$ cat src/rtl/riscv_pkg.sv
// Shared fetch-path types: widths, reset PC, fetch FSM states and buffer entry layout.
package riscv_pkg;
  localparam int XLEN      = 32;
  localparam int BUF_DEPTH = 2;
  localparam logic [XLEN-1:0] RESET_PC = 32'h0000_0000;

  typedef enum logic [1:0] {
    REQ   = 2'd0,
    WAIT  = 2'd1,
    DRAIN = 2'd2
  } fetch_state_e;

  typedef struct packed {
    logic [XLEN-1:0] pc;
    logic [XLEN-1:0] inst;
  } fetch_entry_t;

  function automatic logic [XLEN-1:0] pc_next(input logic [XLEN-1:0] pc);
    return pc + 32'd4;
  endfunction

  function automatic logic [XLEN-1:0] pc_align(input logic [XLEN-1:0] pc);
    return {pc[XLEN-1:2], 2'b00};
  endfunction
endpackage

$ cat src/rtl/fetch_buffer.sv
// Two-entry instruction FIFO with flush and same-cycle push+pop at any occupancy.
module fetch_buffer import riscv_pkg::*; (
  input  logic         clock,
  input  logic         reset,
  input  logic         flush,
  input  logic         push,
  input  fetch_entry_t push_entry,
  input  logic         pop,
  output logic [1:0]   count,
  output logic [1:0]   count_next,
  output fetch_entry_t head
);
  fetch_entry_t mem_q [2];
  fetch_entry_t mem_d [2];
  logic         rd_ptr_q, rd_ptr_d;
  logic         wr_ptr_q, wr_ptr_d;
  logic [1:0]   count_q, count_d;

  // Next-state: flush wins; when full, a push reuses the slot being popped.
  always_comb begin
    mem_d    = mem_q;
    rd_ptr_d = rd_ptr_q;
    wr_ptr_d = wr_ptr_q;
    count_d  = count_q;
    if (flush) begin
      rd_ptr_d = 1'b0;
      wr_ptr_d = 1'b0;
      count_d  = 2'd0;
    end else begin
      if (push) begin
        mem_d[wr_ptr_q] = push_entry;
        wr_ptr_d        = ~wr_ptr_q;
      end else begin
        wr_ptr_d = wr_ptr_q;
      end
      if (pop) begin
        rd_ptr_d = ~rd_ptr_q;
      end else begin
        rd_ptr_d = rd_ptr_q;
      end
      count_d = count_q + {1'b0, push} - {1'b0, pop};
    end
  end

  // Storage and pointer registers.
  always_ff @(posedge clock or posedge reset) begin
    if (reset) begin
      mem_q    <= '{default: '0};
      rd_ptr_q <= 1'b0;
      wr_ptr_q <= 1'b0;
      count_q  <= 2'd0;
    end else begin
      mem_q    <= mem_d;
      rd_ptr_q <= rd_ptr_d;
      wr_ptr_q <= wr_ptr_d;
      count_q  <= count_d;
    end
  end

  assign count      = count_q;
  assign count_next = count_d;
  assign head       = mem_q[rd_ptr_q];
endmodule

$ cat src/rtl/inst_fetch.sv
// Instruction fetch: one outstanding imem read, 2-entry decode buffer, redirect flush
// with a DRAIN state that swallows the response of a request made stale by a redirect.
module inst_fetch import riscv_pkg::*; (
  input  logic            clock,
  input  logic            reset,
  input  logic            redirect_valid,
  input  logic [XLEN-1:0] redirect_pc,
  output logic            imem_req_valid,
  input  logic            imem_req_ready,
  output logic [XLEN-1:0] imem_req_addr,
  input  logic            imem_resp_valid,
  input  logic [XLEN-1:0] imem_resp_data,
  output logic            inst_valid,
  input  logic            inst_ready,
  output logic [XLEN-1:0] inst_data,
  output logic [XLEN-1:0] inst_pc
);
  fetch_state_e    state_q, state_d;
  logic [XLEN-1:0] fetch_pc_q, fetch_pc_d;
  logic [XLEN-1:0] req_pc_q, req_pc_d;
  logic            req_valid_q, req_valid_d;
  logic            req_fire, push, pop;
  logic [1:0]      count, count_next;
  fetch_entry_t    push_entry, head;
  logic            redirect_pc_unused;

  assign redirect_pc_unused = ^redirect_pc[1:0];
  assign req_fire   = req_valid_q & imem_req_ready;
  assign pop        = inst_valid & inst_ready & ~redirect_valid;
  assign push       = (state_q == WAIT) & imem_resp_valid & ~redirect_valid;
  assign push_entry = '{pc: req_pc_q, inst: imem_resp_data};

  // FSM next-state; a redirect overrides every other event this cycle.
  always_comb begin
    state_d    = state_q;
    fetch_pc_d = fetch_pc_q;
    req_pc_d   = req_pc_q;
    case (state_q)
      REQ: begin
        if (req_fire) begin
          req_pc_d   = fetch_pc_q;
          fetch_pc_d = pc_next(fetch_pc_q);
          state_d    = WAIT;
        end else begin
          state_d = REQ;
        end
      end
      WAIT, DRAIN: begin
        if (imem_resp_valid) begin
          state_d = REQ;
        end else begin
          state_d = state_q;
        end
      end
      default: state_d = REQ;
    endcase
    if (redirect_valid) begin
      fetch_pc_d = pc_align(redirect_pc);
      case (state_q)
        REQ:         state_d = req_fire ? DRAIN : REQ;
        WAIT, DRAIN: state_d = imem_resp_valid ? REQ : DRAIN;
        default:     state_d = REQ;
      endcase
    end else begin
      fetch_pc_d = fetch_pc_d;
    end
  end

  // Request is registered so it never depends combinationally on imem_req_ready.
  assign req_valid_d = (state_d == REQ) && (count_next < 2'(BUF_DEPTH));

  // State and request registers.
  always_ff @(posedge clock or posedge reset) begin
    if (reset) begin
      state_q     <= REQ;
      fetch_pc_q  <= RESET_PC;
      req_pc_q    <= RESET_PC;
      req_valid_q <= 1'b0;
    end else begin
      state_q     <= state_d;
      fetch_pc_q  <= fetch_pc_d;
      req_pc_q    <= req_pc_d;
      req_valid_q <= req_valid_d;
    end
  end

  fetch_buffer u_buf (
    .clock      (clock),
    .reset      (reset),
    .flush      (redirect_valid),
    .push       (push),
    .push_entry (push_entry),
    .pop        (pop),
    .count      (count),
    .count_next (count_next),
    .head       (head)
  );

  assign imem_req_valid = req_valid_q;
  assign imem_req_addr  = fetch_pc_q;
  assign inst_valid     = (count != 2'd0);
  assign inst_data      = head.inst;
  assign inst_pc        = head.pc;
endmodule

$ cat config.mk
export PLATFORM = sky130hd
export DESIGN_NAME = inst_fetch
export DESIGN_NICKNAME = d
export VERILOG_FILES = /design/src/rtl/riscv_pkg.sv /design/src/rtl/fetch_buffer.sv /design/src/rtl/inst_fetch.sv
export SDC_FILE = /design/constraint.sdc
export NUM_CORES = 1
export LEC_CHECK = 0
export ABC_AREA = 1
export CORE_MARGIN = 2
export CORE_UTILIZATION = 40
export CTS_CLUSTER_DIAMETER = 120
export DETAILED_ROUTE_END_ITERATION = 7
export GPL_ROUTABILITY_DRIVEN = 0
export PLACE_DENSITY = 0.64
export SLEW_MARGIN = 15
export SYNTH_ARGS = -nofsm -noshare
export SYNTH_HDL_FRONTEND = slang
export SYNTH_SLANG_ARGS = --single-unit
$ cat constraint.sdc
create_clock -name clock -period 6 [get_ports clock]
set_input_delay 0.6 -clock clock [delete_from_list [all_inputs] [get_ports clock]]
set_output_delay 0.6 -clock clock [all_outputs]
set_load 0.1 [all_outputs]
Word level (Yosys, flattened, before mapping) --
Cells that the tools add are included. W data, S select, Z words.
Word-level totals: flip-flop bits (word level) 199, output and inout bits 98, bits of input ports 70
Operators by class: add/sub/neg operators 3, multiplexer cells 21, eq/ne operators 2, reductions and logical operators 13, bitwise operators 10, $lt $le $gt $ge 4
Operators with widths (number):
- $mux W64 | 4
- $bwmux W128 | 1
- $mux W32 | 3
- $demux W64 S1 | 1
- $add A32 B3 Y32 const B | 1
- $mux W2 | 5
- $reduce_bool A2 Y1 | 5
- $pmux W2 S2 | 2
- $reduce_and A2 Y1 | 3
- $and A1 B1 Y1 | 5
- $mux W1 | 5
- $ge A2 B2 Y1 const B | 2
- $logic_not A2 Y1 | 2
- $not A1 Y2 | 2
- $not A1 Y1 | 3
- $add A2 B1 Y2 | 1
- $eq A2 B1 Y1 const B | 1
- $eq A2 B2 Y1 const B | 1
- $logic_and A1 B1 Y1 | 2
- $lt A2 B1 Y1 const B | 1
- $lt A2 B2 Y1 const B | 1
- $reduce_or A2 Y1 | 1
- $sub A2 B1 Y2 | 1

Longest topological paths before layout --
word-level depth 8, gate-level depth with buffers 9, gate-level depth less buffers 9

Modules after synthesis --
A second synthesis with hierarchy kept.
Second synthesis, totals: cells, all modules 1059, area, all modules 9781.9 um2
By module, submodules not included:
- fetch_buffer | area an instance 6292.3 um2, cells an instance 574, seq. area each 3303.2 um2, times used 1
- inst_fetch | area an instance 3489.6 um2, cells an instance 485, seq. area each 1576.5 um2, times used 1

Least setup slack after synthesis --
OpenSTA, ideal clock, no wires.
path type register to output, from register u_buf.rd_ptr_q, to output inst_pc[22], stages on the path, launching flop included 6, data required time 5.400 ns, arrival 1.639 ns, path slack 3.761 ns, cells stage by stage dfrtp_1 clkbuf_1 inv_2 clkbuf_1 nand2_1 nand2_1
On the way: cells in the longest elaborated chain, start to end 4
RTL lines:
- start: declaration | RTL line fetch_buffer.sv:15 | logic rd_ptr_q, rd_ptr_d;
- start signal: assignment | RTL line fetch_buffer.sv:54 | rd_ptr_q <= rd_ptr_d;
- $not A1 Y2 (implied by the code) | RTL line fetch_buffer.sv:62 | assign head = mem_q[rd_ptr_q];
- $mux W64 (implied by the code) (3 in a row) | RTL line fetch_buffer.sv:62
- end: declaration | RTL line inst_fetch.sv:16 | output logic [XLEN-1:0] inst_pc
Every way passes these cells. The select of a mux whose other input is x is not followed.

Final worst setup path --
from register u_buf.rd_ptr_q, to output inst_pc[17]
The elaborated chain is that of the path after synthesis.

==> results.cfg <==
[critical_path]
r2r_slack_ns = 3.59
startpoint_type = flip-flop
crit_fanout = 36
crit_arrival_ns = 3.13
crit_type = flip-flop to primary output
critical_path_required_ns = 5.40
cp-end-kind = primary output

[power_and_ir_drop]
p_leak_nw = 5.57
ir_drop_v = 0.000255
powerDensity_nw_per_um2 = 527

[sta]
hold_violations = 0
setup-violations-final = 0
fmax_mhz = 268
fin_setup_tns_ns = 0
worstMarginPinSlew_ns = 1.06
finalCritPeriodShare = 0.622
maxSlewViolCount = 0
period_needed_ns = 3.73
maxSlewHeadroom = 0.289
setup_slack_ns = 2.27
fin_worst_skew_ns = 0.00897
rsz0062_at_grt = no

[placement]
post_dp_cell_area_um2 = 10800
dpl.hpwl_um = 14000
io_buffer_count = 161
place_inst = 1560
place_ws_ns = 2.66

[yosys]
synthCells = 1168
synth_warnings = 0
synth_seq_cells = 191
synth_area_um2 = 9020
synth.yosys.seq_area_share = 0.530
synth.distinct_cells = 28
postSynthAreaPerCell_um2 = 7.72

[floorplan]
die_h_um = 154
start_util = 0.411
ioPinCount = 168
core_area_um2 = 22000
num_rows = 54
die_area_um2 = 23800
die_w_um = 154

[global_route]
grt_max_degree = 153
grt_pass1_vias = 7019
gr-usage-all-layers = 0.186
grt_pass1_wl_um = 35700
overflow = 0
antenna_found_initial = 0

[clock_network]
postCtsHoldBufs = 0
clkSinkCount = 191
clk_latency_ns = 0.42
clk_pin_slew_ns = 0.07
ctsResizeCount = 0
cts-root-buf = clkbuf_16
cts_tree = built
numCtsBuffers = 17
cts_max_level = 4
cts_setup_buffers = 0
ctsLongestPathBuffers = 2

[cells_and_area]
fin_util = 0.519
diodes = 0
fin_area_um2 = 11400
drive_above_1_share = 0.0480
final_common_cell = nand2_1
final_nets = 1375
layout.cells.non_filler = 1592
area_delta_synth_final_pct = 26.2
layout_common_cells = 472 x nand2_1, 190 x dfrtp_1, 180 x o21ai_0, 161 x clkdlybuf4s50_1, 128 x inv_1

[routing]
wl_um = 21500
drt-initial-drc-count = 548
dr.pass1.iters = 5
wire_per_inst_um = 13.5
vias_per_cell = 4.73
vias = 7536
ant_nets = 0
drc_errors = 0

[job]
drv_cap = 0

[min_path]
hp-class = flip-flop to flip-flop

[run_status]
status = finished clean
worst max-delay path: stages, from the launching register on:
cell and delay [ns]:
dfrtp_2 0.41, inv_2 0.50, buf_4 0.45, nand2_1 0.09, nand2_1 0.07, clkdlybuf4s50_1 1.17
sequential cells by signal, indices dropped and copies added (netlist names):
name / flops
u_buf.wr_ptr_q: 1
req_pc_q: 30
state_q: 2
u_buf.rd_ptr_q: 1
u_buf.count: 2
u_buf.mem_q: 124
imem_req_addr: 30
imem_req_valid: 1
final cells by class:
cell class              instances  area [µm²]
clock inverters                11         130
flip-flops and latches        191        4780
multi-input cells             791        3490
inverters                     130         495
well taps                     280         350
clock buffers                  21         470
fillers                      2156       10600
repair buffers                168        1660
cell families (layout without fill, tap and decap cells):
| family | Yosys count | in the layout | share of synthesized area |
|---|---|---|---|
| AOI/OAI and AO/OA | 192 | 192 | 0.108 |
| other | 1 | 4 | 0.000416 |
| xor gates and xnor gates | 5 | 5 | 0.00486 |
| DFF | 191 | 191 | 0.530 |
| adders and majority gates | 6 | 6 | 0.00832 |
| and+or+nand+nor | 584 | 584 | 0.263 |
| buffers and inverters | 189 | 330 | 0.0857 |
report_power, final:
part | switching (mW) | total (mW) | internal, mW
Combinational | 2.28 | 2.96 | 0.674
Sequential | 0.247 | 1.90 | 1.66
Clock | 0.491 | 1.14 | 0.652
Total | 3.02 | 6.00 | 2.98
path summary, 6_finish.rpt:
| path | start | end | cells past startpoint |
|---|---|---|---|
| worst min register to register | u_buf.mem_q[118] | u_buf.mem_q[118] | 2 |
| min in group asynchronous | reset | u_buf.mem_q[76] | 2 |
| worst max-delay path | u_buf.rd_ptr_q | inst_pc[17] | 5 |
| worst min-delay path | u_buf.mem_q[118] | u_buf.mem_q[118] | 2 |
| max in group asynchronous | reset | u_buf.rd_ptr_q | 3 |
| worst max register to register | state_q[0] | imem_req_addr[16] | 8 |
routing by layer:
layer / vias to the layer above / track usage / wire length [µm]
met1: 3435 / 0.272 / 10700
li1: 3878 / - / -
met4: 0 / 0.0552 / 288
met3: 20 / 0.0331 / 1060
met2: 203 / 0.283 / 9370
met5: - / 0 / 0
metrics by stage:
step | total power, mW | hold WS [ns]
finish | 6.00 | 0.485
global route | 6.33 | 0.504
CTS | 6.06 | 0.489
detailed placement | 4.90 | 0.472
global placement | 4.86 | 0.465
floorplan | 4.18 | 0.453
cells in the mapped netlist:
cell type	count	share of area
inv_1	129	0.054
nand4_1	2	0.0014
xor2_1	3	0.0029
o211ai_1	2	0.0017
buf_2	14	0.0078
nand2_1	472	0.20
nand3_1	52	0.029
nand2_2	5	0.0035
o21ai_0	180	0.10
o221ai_1	2	0.0019
dfrtp_1	191	0.53
nor2_2	4	0.0028
conb_1	1	0.00042
a21oi_1	5	0.0028
clkbuf_2	1	0.00055
o21ai_1	3	0.0017
nor2_1	36	0.015
nand2_4	2	0.0025
xnor2_1	2	0.0019
ha_1	6	0.0083
and2_1	1	0.00069
clkbuf_1	33	0.014
nor2_4	9	0.011
buf_6	3	0.0037
buf_4	6	0.0050
or2_2	1	0.00069
buf_1	2	0.00083
inv_2	1	0.00042
(Power assumes the default switching activity.)
